===== config.mk =====
export PLATFORM = sky130hd
export DESIGN_NAME = mmio_uart
export DESIGN_NICKNAME = d
export VERILOG_FILES = /design/src/rtl/mmio_pkg.sv /design/src/rtl/mmio_fifo.sv /design/src/rtl/mmio_uart.sv
export SDC_FILE = /design/constraint.sdc
export NUM_CORES = 1
export LEC_CHECK = 0
export ABC_CLOCK_PERIOD_IN_PS = 5400
export BUFFER_PORTS_ARGS = -buffer_cell sky130_fd_sc_hd__buf_2
export CORE_MARGIN = 3
export CORE_UTILIZATION = 50
export CTS_CLUSTER_DIAMETER = 50
export CTS_CLUSTER_SIZE = 16
export DETAILED_ROUTE_END_ITERATION = 8
export GPL_TIMING_DRIVEN = 0
export PLACE_DENSITY_LB_ADDON = 0.1
export RECOVER_POWER = 50
export SETUP_SLACK_MARGIN = 0.15
export SLEW_MARGIN = 20
export SYNTH_ARGS = -nofsm -noshare
export SYNTH_HDL_FRONTEND = slang
export SYNTH_HIERARCHICAL = 1
export SYNTH_SLANG_ARGS = --single-unit

===== constraint.sdc =====
create_clock -name in_clk -period 5.4 [get_ports in_clk]
set_input_delay 1.08 -clock in_clk [delete_from_list [all_inputs] [get_ports in_clk]]
set_output_delay 1.08 -clock in_clk [all_outputs]
set_load 0.02 [all_outputs]

===== src/rtl/mmio_pkg.sv =====
// Shared constants, state enums and helpers for the memory-mapped UART.
package mmio_pkg;

  // Register word indices, decoded from address bits [9:2].
  localparam logic [7:0] RegTxData  = 8'h00;
  localparam logic [7:0] RegRxData  = 8'h01;
  localparam logic [7:0] RegStatus  = 8'h02;
  localparam logic [7:0] RegControl = 8'h03;
  localparam logic [7:0] RegBaudDiv = 8'h04;

  // STATUS bit positions.
  localparam int unsigned StatTxFull   = 0;
  localparam int unsigned StatTxEmpty  = 1;
  localparam int unsigned StatTxBusy   = 2;
  localparam int unsigned StatRxValid  = 3;
  localparam int unsigned StatRxOvr    = 4;
  localparam int unsigned StatTxDrop   = 5;
  localparam int unsigned StatFrameErr = 6;

  // CONTROL bit positions.
  localparam int unsigned CtrlRxAck      = 0;
  localparam int unsigned CtrlClrOverrun = 1;
  localparam int unsigned CtrlClrDropped = 2;
  localparam int unsigned CtrlClrFrame   = 3;

  // 8N1 framing.
  localparam int unsigned FrameDataBits = 8;
  localparam logic [2:0]  LastDataBit   = 3'(FrameDataBits - 1);
  localparam logic        LineIdle      = 1'b1;
  localparam logic        LineStart     = 1'b0;

  typedef enum logic [1:0] {TxIdle, TxStart, TxData, TxStop} tx_state_e;
  typedef enum logic [1:0] {RxIdle, RxStart, RxData, RxStop} rx_state_e;

  // Mid-bit offset for start-bit validation, never below one cycle.
  function automatic logic [15:0] half_div(input logic [15:0] div);
    logic [15:0] half;
    half = {1'b0, div[15:1]};
    return (half == 16'd0) ? 16'd1 : half;
  endfunction

  // A zero divisor would stall both FSMs, so it is stored as one.
  function automatic logic [15:0] sane_div(input logic [15:0] div);
    return (div == 16'd0) ? 16'd1 : div;
  endfunction

endpackage


===== src/rtl/mmio_fifo.sv =====
// Synchronous byte FIFO; pointers carry a wrap bit to tell full from empty.
module mmio_fifo #(
  parameter int unsigned DEPTH = 8
) (
  input  logic       clk_i,
  input  logic       rst_i,
  input  logic       push_i,
  input  logic [7:0] wdata_i,
  input  logic       pop_i,
  output logic [7:0] rdata_o,
  output logic       full_o,
  output logic       empty_o
);

  localparam int unsigned AddrW = $clog2(DEPTH);

  logic [AddrW:0] wr_ptr_q, rd_ptr_q;
  logic [7:0]     mem_q [DEPTH];
  logic           do_push, do_pop;

  assign empty_o = (wr_ptr_q == rd_ptr_q);
  assign full_o  = (wr_ptr_q[AddrW] != rd_ptr_q[AddrW]) &&
                   (wr_ptr_q[AddrW-1:0] == rd_ptr_q[AddrW-1:0]);
  assign rdata_o = mem_q[rd_ptr_q[AddrW-1:0]];

  // A simultaneous pop frees the slot, so a push into a full FIFO is still taken.
  assign do_push = push_i && (!full_o || pop_i);
  assign do_pop  = pop_i && !empty_o;

  // Pointer update.
  always_ff @(posedge clk_i) begin
    if (rst_i) begin
      wr_ptr_q <= '0;
      rd_ptr_q <= '0;
    end else begin
      if (do_push) wr_ptr_q <= wr_ptr_q + {{AddrW{1'b0}}, 1'b1};
      if (do_pop)  rd_ptr_q <= rd_ptr_q + {{AddrW{1'b0}}, 1'b1};
    end
  end

  // Storage write; contents need no reset.
  always_ff @(posedge clk_i) begin
    if (do_push) mem_q[wr_ptr_q[AddrW-1:0]] <= wdata_i;
  end

endmodule


===== src/rtl/mmio_uart.sv =====
// MMIO UART: register decode, TX FIFO + 8N1 serializer, RX deserializer.
module mmio_uart
  import mmio_pkg::*;
#(
  parameter int unsigned TX_FIFO_DEPTH  = 8,
  parameter logic [15:0] BAUD_DIV_RESET = 16'd868
) (
  input  logic        in_clk,
  input  logic        in_mmio_reset,
  input  logic [31:0] in_mmio_address,
  input  logic [31:0] in_mmio_write_data,
  input  logic [31:0] in_mmio_write_en,
  output logic [31:0] out_mmio_read_data,
  input  logic        in_uart_rx,
  output logic        out_uart_tx
);

  logic [7:0] reg_idx;
  logic       wr_en, wr_tx, wr_ctrl, wr_baud;
  logic       unused_bits;

  assign reg_idx = in_mmio_address[9:2];
  assign wr_en   = in_mmio_write_en[0];
  assign wr_tx   = wr_en && (reg_idx == RegTxData);
  assign wr_ctrl = wr_en && (reg_idx == RegControl);
  assign wr_baud = wr_en && (reg_idx == RegBaudDiv);
  assign unused_bits = ^{in_mmio_address[31:10], in_mmio_address[1:0],
                         in_mmio_write_en[31:1], in_mmio_write_data[31:16]};

  logic [15:0] baud_q;

  // TX state
  tx_state_e   tx_state_q, tx_state_d;
  logic [15:0] tx_cnt_q, tx_cnt_d, tx_div_q, tx_div_d;
  logic [7:0]  tx_shift_q, tx_shift_d;
  logic [2:0]  tx_bit_q, tx_bit_d;
  logic        tx_line_q, tx_line_d, tx_bit_end;

  // RX state
  rx_state_e   rx_state_q, rx_state_d;
  logic [15:0] rx_cnt_q, rx_cnt_d, rx_div_q, rx_div_d;
  logic [7:0]  rx_shift_q, rx_shift_d;
  logic [2:0]  rx_bit_q, rx_bit_d;
  logic        rx_sync1_q, rx_sync2_q, rx_prev_q;
  logic        rx_line, rx_fall, rx_done;

  // Flags
  logic       rx_valid_q, rx_valid_d, rx_ovr_q, rx_ovr_d;
  logic       tx_drop_q, tx_drop_d, rx_ferr_q, rx_ferr_d;
  logic [7:0] rx_byte_q, rx_byte_d;
  logic       rx_ack, valid_eff, rx_load;

  logic       fifo_pop, fifo_full, fifo_empty;
  logic [7:0] fifo_rdata;

  mmio_fifo #(
    .DEPTH (TX_FIFO_DEPTH)
  ) u_tx_fifo (
    .clk_i   (in_clk),
    .rst_i   (in_mmio_reset),
    .push_i  (wr_tx),
    .wdata_i (in_mmio_write_data[7:0]),
    .pop_i   (fifo_pop),
    .rdata_o (fifo_rdata),
    .full_o  (fifo_full),
    .empty_o (fifo_empty)
  );

  assign tx_bit_end  = (tx_cnt_q == tx_div_q - 16'd1);
  assign rx_line     = rx_sync2_q;
  assign rx_fall     = rx_prev_q && !rx_sync2_q;
  assign out_uart_tx = tx_line_q;

  // TX next state: pop and latch the divisor at every frame start, including back-to-back.
  always_comb begin
    tx_state_d = tx_state_q;
    tx_cnt_d   = tx_cnt_q;
    tx_div_d   = tx_div_q;
    tx_shift_d = tx_shift_q;
    tx_bit_d   = tx_bit_q;
    tx_line_d  = tx_line_q;
    fifo_pop   = 1'b0;
    unique case (tx_state_q)
      TxIdle: begin
        tx_line_d = LineIdle;
        if (!fifo_empty) begin
          fifo_pop   = 1'b1;
          tx_state_d = TxStart;
          tx_shift_d = fifo_rdata;
          tx_div_d   = baud_q;
          tx_cnt_d   = '0;
          tx_line_d  = LineStart;
        end
      end
      TxStart: begin
        if (tx_bit_end) begin
          tx_cnt_d   = '0;
          tx_bit_d   = '0;
          tx_state_d = TxData;
          tx_line_d  = tx_shift_q[0];
        end else begin
          tx_cnt_d = tx_cnt_q + 16'd1;
        end
      end
      TxData: begin
        if (tx_bit_end) begin
          tx_cnt_d = '0;
          if (tx_bit_q == LastDataBit) begin
            tx_state_d = TxStop;
            tx_line_d  = LineIdle;
          end else begin
            tx_bit_d   = tx_bit_q + 3'd1;
            tx_shift_d = {1'b0, tx_shift_q[7:1]};
            tx_line_d  = tx_shift_q[1];
          end
        end else begin
          tx_cnt_d = tx_cnt_q + 16'd1;
        end
      end
      TxStop: begin
        if (tx_bit_end) begin
          tx_cnt_d = '0;
          if (!fifo_empty) begin
            fifo_pop   = 1'b1;
            tx_state_d = TxStart;
            tx_shift_d = fifo_rdata;
            tx_div_d   = baud_q;
            tx_line_d  = LineStart;
          end else begin
            tx_state_d = TxIdle;
            tx_line_d  = LineIdle;
          end
        end else begin
          tx_cnt_d = tx_cnt_q + 16'd1;
        end
      end
      default: tx_state_d = TxIdle;
    endcase
  end

  // RX next state: validate start at mid-bit, then sample each bit one divisor apart.
  always_comb begin
    rx_state_d = rx_state_q;
    rx_cnt_d   = rx_cnt_q;
    rx_div_d   = rx_div_q;
    rx_shift_d = rx_shift_q;
    rx_bit_d   = rx_bit_q;
    rx_done    = 1'b0;
    unique case (rx_state_q)
      RxIdle: begin
        if (rx_fall) begin
          rx_state_d = RxStart;
          rx_cnt_d   = '0;
          rx_div_d   = baud_q;
        end
      end
      RxStart: begin
        if (rx_cnt_q == half_div(rx_div_q) - 16'd1) begin
          rx_cnt_d   = '0;
          rx_bit_d   = '0;
          rx_state_d = rx_line ? RxIdle : RxData;
        end else begin
          rx_cnt_d = rx_cnt_q + 16'd1;
        end
      end
      RxData: begin
        if (rx_cnt_q == rx_div_q - 16'd1) begin
          rx_cnt_d   = '0;
          rx_shift_d = {rx_line, rx_shift_q[7:1]};
          if (rx_bit_q == LastDataBit) rx_state_d = RxStop;
          else                         rx_bit_d   = rx_bit_q + 3'd1;
        end else begin
          rx_cnt_d = rx_cnt_q + 16'd1;
        end
      end
      RxStop: begin
        if (rx_cnt_q == rx_div_q - 16'd1) begin
          rx_cnt_d   = '0;
          rx_done    = 1'b1;
          rx_state_d = RxIdle;
        end else begin
          rx_cnt_d = rx_cnt_q + 16'd1;
        end
      end
      default: rx_state_d = RxIdle;
    endcase
  end

  // Sticky flags: set wins over clear; an ack in the stop cycle frees the holding register.
  always_comb begin
    rx_ack    = wr_ctrl && in_mmio_write_data[CtrlRxAck];
    valid_eff = rx_valid_q && !rx_ack;
    rx_load   = rx_done && rx_line && !valid_eff;
    rx_valid_d = rx_load ? 1'b1 : (rx_ack ? 1'b0 : rx_valid_q);
    rx_byte_d  = rx_load ? rx_shift_q : rx_byte_q;
    rx_ovr_d   = (rx_done && rx_line && valid_eff) ||
                 (rx_ovr_q && !(wr_ctrl && in_mmio_write_data[CtrlClrOverrun]));
    rx_ferr_d  = (rx_done && !rx_line) ||
                 (rx_ferr_q && !(wr_ctrl && in_mmio_write_data[CtrlClrFrame]));
    tx_drop_d  = (wr_tx && fifo_full && !fifo_pop) ||
                 (tx_drop_q && !(wr_ctrl && in_mmio_write_data[CtrlClrDropped]));
  end

  // All state registers with synchronous reset.
  always_ff @(posedge in_clk) begin
    if (in_mmio_reset) begin
      baud_q     <= BAUD_DIV_RESET;
      tx_state_q <= TxIdle;
      tx_cnt_q   <= '0;
      tx_div_q   <= BAUD_DIV_RESET;
      tx_shift_q <= '0;
      tx_bit_q   <= '0;
      tx_line_q  <= LineIdle;
      rx_state_q <= RxIdle;
      rx_cnt_q   <= '0;
      rx_div_q   <= BAUD_DIV_RESET;
      rx_shift_q <= '0;
      rx_bit_q   <= '0;
      rx_sync1_q <= LineIdle;
      rx_sync2_q <= LineIdle;
      rx_prev_q  <= LineIdle;
      rx_valid_q <= 1'b0;
      rx_byte_q  <= '0;
      rx_ovr_q   <= 1'b0;
      rx_ferr_q  <= 1'b0;
      tx_drop_q  <= 1'b0;
    end else begin
      if (wr_baud) baud_q <= sane_div(in_mmio_write_data[15:0]);
      tx_state_q <= tx_state_d;
      tx_cnt_q   <= tx_cnt_d;
      tx_div_q   <= tx_div_d;
      tx_shift_q <= tx_shift_d;
      tx_bit_q   <= tx_bit_d;
      tx_line_q  <= tx_line_d;
      rx_state_q <= rx_state_d;
      rx_cnt_q   <= rx_cnt_d;
      rx_div_q   <= rx_div_d;
      rx_shift_q <= rx_shift_d;
      rx_bit_q   <= rx_bit_d;
      rx_sync1_q <= in_uart_rx;
      rx_sync2_q <= rx_sync1_q;
      rx_prev_q  <= rx_sync2_q;
      rx_valid_q <= rx_valid_d;
      rx_byte_q  <= rx_byte_d;
      rx_ovr_q   <= rx_ovr_d;
      rx_ferr_q  <= rx_ferr_d;
      tx_drop_q  <= tx_drop_d;
    end
  end

  // Side-effect-free combinational read mux.
  always_comb begin
    out_mmio_read_data = '0;
    unique case (reg_idx)
      RegRxData: out_mmio_read_data = {23'b0, rx_valid_q, rx_byte_q};
      RegStatus: begin
        out_mmio_read_data[StatTxFull]   = fifo_full;
        out_mmio_read_data[StatTxEmpty]  = fifo_empty;
        out_mmio_read_data[StatTxBusy]   = (tx_state_q != TxIdle);
        out_mmio_read_data[StatRxValid]  = rx_valid_q;
        out_mmio_read_data[StatRxOvr]    = rx_ovr_q;
        out_mmio_read_data[StatTxDrop]   = tx_drop_q;
        out_mmio_read_data[StatFrameErr] = rx_ferr_q;
      end
      RegBaudDiv: out_mmio_read_data = {16'b0, baud_q};
      default:    out_mmio_read_data = '0;
    endcase
  end

endmodule


; ---- Word level (Yosys, flattened, before mapping)
; Memory sizes are Yosys's and may differ from the RTL's. A register that Yosys moved wholly into a read port is not among the register bits.
; Cells that the tools add are included.
[word_totals]
wordCells = 176
mem_bits_rw = 64
input_bits = 99
out_inout_bits = 33
mem_count = 1
ff_bits = 130
[memory_table]
columns = name, depth, word_bits, read_ports, rd_clocked_by_memory_dff, wr, line
row1 = u_tx_fifo.mem_q, 8, 8, 1, 1, 1, mmio_fifo.sv:18  ; logic [7:0] mem_q [DEPTH];
[op_classes]
n_reduce_logical = 56
muxes = 58
addsub = 9
n_eq_ne = 30
[op_table]
columns = op, count
row1 = $mux 16, 8
row2 = $pmux 16 s2, 2
row3 = $eq 16x16->1, 3
row4 = $pmux 16 s3, 1
row5 = $add 16x1->16 const B, 2
row6 = $mux 8, 4
row7 = $sub 16x1->16 const B, 2
row8 = $mux 3, 8
row9 = $ne 2x2->1 const B, 12
row10 = $pmux 8 s3, 1
row11 = $mux 2, 11
row12 = $logic_and 1x1->1, 21
row13 = $pmux 7 s3, 1
row14 = $pmux 9 s2, 1
row15 = $eq 8x2->1 const B, 2
row16 = $logic_not 16->1, 1
row17 = $pmux 2 s4, 2
row18 = $sub 15x1->16 const B, 1
row19 = $logic_not 15->1, 1
row20 = $mux 15, 1
row21 = $mux 1, 14
row22 = $pmux 3 s2, 2
row23 = $reduce_and 4->1, 3
row24 = $reduce_and 5->1, 2
row25 = 22 further kinds, 47

; ---- Depth between registers and ports, before layout
[logic_depth]
ltp_word = 8
depth_mapped = 14
depth_no_buf = 13

; ---- Modules after synthesis
; The synthesis kept the hierarchy.
[by_module_without_submodules]
columns = mod, area_per_inst_um2, n_inst, seq_area_each_um2, cells_each
row1 = mmio_uart, 7408.4, 1, 2442.3, 951
row2 = mmio_fifo, 3016.6, 1, 2142.1, 164

; ---- Worst setup path after synthesis
; No wires, ideal clock.
[synth_timing]
path_type = reg-to-reg
startpoint = reg tx_div_q[0]
endpoint = mem u_tx_fifo.mem_q[0][0], enable pin
period_less_slack_ns = 3.788
t_required_ns = 5.005
path_buffers = 1
setup_slack_ns = 1.612
stages_incl_launch_ff = 13
setup_time_ns = 0.395
arrival_ns = 3.393
cell_sequence = dfxtp_1 -> clkbuf_1 -> inv_1 -> ha_1 -> nor3b_2 -> nor4bb_1 -> xnor2_1 -> nand3b_1 -> nor4b_2 -> a31oi_1 -> nor2_1 -> o21ai_0 -> nor4_1
[synth_between]
elab_chain_cells = 8
[synth_lines]
columns = item, line
row1 = "start, declared", mmio_uart.sv:34  ; logic [15:0] tx_cnt_q, tx_cnt_d, tx_div_q, tx_div_d;
row2 = "start signal, assigned", mmio_uart.sv:231  ; tx_div_q <= tx_div_d;
row3 = $sub 16x1->16, mmio_uart.sv:69  ; assign tx_bit_end = (tx_cnt_q == tx_div_q - 16'd1);
row4 = $eq 16x16->1, mmio_uart.sv:69
row5 = $mux 1, mmio_uart.sv:121  ; if (tx_bit_end) begin
row6 = $pmux 1 s2, mmio_uart.sv:83  ; unique case (tx_state_q)
row7 = net fifo_pop, mmio_uart.sv:53  ; logic fifo_pop, fifo_full, fifo_empty;
row8 = $logic_or 1x1->1, mmio_fifo.sv:27  ; assign do_push = push_i && (!full_o || pop_i);
row9 = $logic_and 1x1->1, mmio_fifo.sv:27
row10 = $mux 1, mmio_fifo.sv:43  ; if (do_push) mem_q[wr_ptr_q[AddrW-1:0]] <= wdata_i;
row11 = $mux 1 (implied by the code), mmio_fifo.sv:43
row12 = "end, declared", mmio_fifo.sv:18
; The timed path passes the listed nets, and every way through them passes these cells.

; ---- Final worst setup path
[layout_timing]
startpoint = reg rx_div_q[0]
endpoint = reg rx_state_q[0]
[layout_between]
elab_chain_cells = 4
word_cells_on_any_way = 5
classes_between = add/sub: 1 / eq/ne: 3 / reduce/logical: 1
[layout_lines]
columns = item, line
row1 = "start, declared", mmio_uart.sv:41  ; logic [15:0] rx_cnt_q, rx_cnt_d, rx_div_q, rx_div_d;
row2 = "start signal, assigned", mmio_uart.sv:237  ; rx_div_q <= rx_div_d;
row3 = $sub 16x1->16 (*), "mmio_uart.sv:167, mmio_uart.sv:177"
row4 = $eq 16x16->1 (*), "mmio_uart.sv:167, mmio_uart.sv:177"
row5 = $ne 2x2->1 (no line), -
row6 = $reduce_and 5->1 (no line) (*), -
row7 = "end signal, assigned", mmio_uart.sv:214  ; rx_state_q <= RxIdle;
row8 = "end signal, assigned", mmio_uart.sv:235  ; rx_state_q <= rx_state_d;
row9 = "end, declared", mmio_uart.sv:40  ; rx_state_e rx_state_q, rx_state_d;
; Every way passes the cells marked *; elsewhere a longest branch is shown, timed or not.
; A chain may end at the register's enable or synchronous reset.

==> impl_metrics.csv <==
group,metric,value,unit
status,status,"finished, violations left",
status,failed_checks,"max-capacitance violations, max-slew violations",
worst_hold_path,holdPathEnd,"rx_line$_SDFF_PP1_",
setup_path,critPathBufInv,3,
routing,num_vias,8501,
synth,yosys_warnings,6,
setup_path,crit_type,"register to register",
setup_path,cp_top_family,"simple AND/OR/NAND/NOR gates",
clock_network,cts_setup_buffers,0,
synth,yosys-top-cells-count,"dfxtp_1 (133), nand2_1 (129), a21oi_1 (78)",
synth,yosys.area.top_type,"dfxtp_1",
layout,finalInstanceArea,11700,sq um
layout,seq_area,4580,sq um
clock_network,ctsLongestPathBuffers,2,
synth,synth.distinct_cells,83,
setup_path,worstPathCellList,"clkbuf_1, inv_1, ha_1, nor4b_4, nand3_1, or4_1, a22o_1, nor4_1, nor2_2, buf_2, a21oi_1, a21oi_1",
layout,fin_util,57.2,%
power_and_ir_drop,ir_drop,0.217,mV
routing,drc,0,
sta,max_freq,0.206,GHz
floorplan,fp.dieW,150,um
layout,multi_input_area,5340,sq um
power_and_ir_drop,powerDensity,268,nW/um^2
setup_path,reg2reg_to,"rx_state_q[0]$_SDFFE_PP0P_",
sta,slew_headroom,-13.4,%
setup_path,cp_common_cell,"a21oi_1",
global_routing,met3_usage,4.33,%
clock_network,hold_buffers,0,
sta,setup_viol,0,
clock_network,clock-sinks,197,
synth,synth_area,10400,sq um
synth,synth_area_leaders,"dfxtp_1 (26%), edfxtp_1 (18%), nand2_1 (4.6%)",
global_routing,grt-busiest-layer,"met2",
floorplan,dieArea,22600,sq um
synth,yosysTopAreaCellShare,25.5,%
layout,drive_gt1_share,13.3,%
place,placed_area,11100,sq um
floorplan,rows,52,
routing,finalWirelength,26900,um
global_routing,grt_overflow,0,
floorplan,ios,132,
synth,synth-seq-cells,197,
sta,hold_viol_final,0,
routing,first_pass_iters,5,
setup_path,required,5.69,ns
sta,rsz0062_at_grt,"no",
clock_network,cts_tree,"built",
layout,n_antenna_cell,0,
routing,avgViaCountPerCell,5.76,
synth,synth_ff_type,"dfxtp_1",
worst_hold_path,holdCritStartpoint,"rx_sync1_q$_SDFF_PP1_",
clock_network,htreeDepth,4,
setup_path,rr_worst_depth,12,
clock_network,cts_buffers,17,
flow_run,drv_cap,1,
setup_path,critical_path.endpoint_type,"register",
place,port-buffer-count,44,
clock_network,clkTransAtPathRegs,0.08,ns
setup_path,startpoint_type,"register",
global_routing,grt.total_usage,24.6,%
sta,tightest_slew,1.68,ns
layout,nFillCells,1823,
setup_path,setup.worst_path.start,"rx_div_q[0]$_SDFFE_PP0P_",
layout,syn_to_final_growth,11.8,%
setup_path,crit_fanout,10,
floorplan,fp.dieH,150,um
synth,synth_edf_count,64,
sta,min_period_over_period,90.0,%
synth,syn_avg_cell_area,9.35,sq um
clock_network,post_cts_resized,0,
place,dp_hpwl,19700,um
sta,fin_skew,0.0125,ns
synth,ys_seq_area_share,44.0,%
clock_network,clkLatencyLatePin,0.44,ns
setup_path,rrSetupSlack,0.54,ns
power_and_ir_drop,leakagePower,4.35,nW
setup_path,cp_slowest_cell,"nor4_1",
worst_hold_path,holdCritPathClass,"register to register",
global_routing,grt_pass1_vias,8076,
global_routing,grt_max_degree,22,
synth,synth.most_common_cell,"dfxtp_1",
global_routing,met2_usage,37.7,%
floorplan,core_area,20400,sq um
synth,synthArstFlopShare,0,%
setup_path,critPathArrivalTime,5.15,ns
setup_path,r2r-start,"rx_div_q[0]$_SDFFE_PP0P_",
floorplan,start_util,51.2,%
sta,period_needed,4.86,ns
layout,fin_nets,1309,
sta,fin_setup_tns,0,ns
synth,syn_inst,1115,
global_routing,antenna_found_initial,1,
global_routing,grtUsageMet1,35.8,%
clock_network,clock-root-buffer,"clkbuf_16",
routing,wl_per_cell,18.2,um
setup_path,max_stage_delay,1.35,ns
global_routing,grt_pass1_wl,43700,um
place,gp_congestion,0.948,
sta,whs,0.413,ns
routing,drtIter0Drc,666,
worst_hold_path,hold_depth,1,
routing,drtAntennaViolNets,0,
sta,drv_slew,8,
-- state kept, by name, summed over array words and instances, names as in the netlist, 2 cells and up, named ones only --
register / count
rx_cnt_q: 16
rx_bit_q: 3
rx_div_q: 16
baud_q: 16
u_tx_fifo/wr_ptr_q: 4
tx_state_q: 2
rx_shift_q: 8
tx_shift_q: 8
tx_cnt_q: 16
u_tx_fifo/mem_q: 64
u_tx_fifo/rd_ptr_q: 4
tx_bit_q: 3
tx_div_q: 16
rx_byte_q: 8
-- per-layer routing --
metal,vias up,routed length (um)
met2,207,12100
met3,35,1290
met4,2,573
met1,4079,12900
met5,-,8
li1,4178,-
-- final cells by class --
cell class	count	share of cell area, %
multi-input cells	809	45.8
clock buffers	17	3.65
clock inverters	15	1.64
repair buffers	45	1.82
inverters	32	1.03
well taps	270	2.90
flip-flops and latches	197	39.3
plain buffers	92	3.86
-- logic make-up after synthesis --
| family | Yosys count | synth area share [%] |
|---|---|---|
| and+or+nand+nor | 427 | 21.1 |
| other | 1 | 0.0360 |
| AOI/OAI and AO/OA | 222 | 13.8 |
| adders and majority gates | 16 | 1.92 |
| muxes | 66 | 8.46 |
| buffers and inverters | 124 | 5.48 |
| DFF | 197 | 44.0 |
| xor gates and xnor gates | 62 | 5.21 |
-- cells in the final DEF (no fill, tap or decap), drive strengths merged, types with 31 or more instances in the layout --
cell type and count:
clkbuf 85, inv 42, nand3 62, mux2i 33, dfxtp 133, o21ai 39
nor3 31, xnor2 40, nand2 130, nor2 63, buf 69, a21oi 80
edfxtp 64
-- how the worst max path moves through the flow --
stage	cells past startpoint	to
after global routing	12	u_tx_fifo/mem_q[1][1]$_DFFE_PP_
after global placement	12	u_tx_fifo/mem_q[0][3]$_DFFE_PP_
after floorplan	12	u_tx_fifo/mem_q[0][0]$_DFFE_PP_
final	12	rx_state_q[0]$_SDFFE_PP0P_
after detailed placement	12	u_tx_fifo/mem_q[1][3]$_DFFE_PP_
after CTS	12	u_tx_fifo/mem_q[1][1]$_DFFE_PP_
-- power by group --
part	switching (mW)	leakage, nW	total [mW]	internal, mW
clock network	0.644	0.299	1.32	0.675
logic	0.174	2.41	0.252	0.0780
registers	0.0125	1.65	1.55	1.54
total	0.831	4.35	3.12	2.29
-- through the flow --
stage | power, mW | instances | worst slack [ns]
after floorplan | 1.75 | 1130 | 1.61
after global placement | 1.83 | 1444 | 0.182
after detailed placement | 1.83 | 1445 | 0.857
after CTS | 3.14 | 1477 | 0.856
after global routing | 3.23 | 1477 | 0.316
final | 3.12 | 1477 | 0.542
Note: power is estimated with default switching activity, not from simulation.
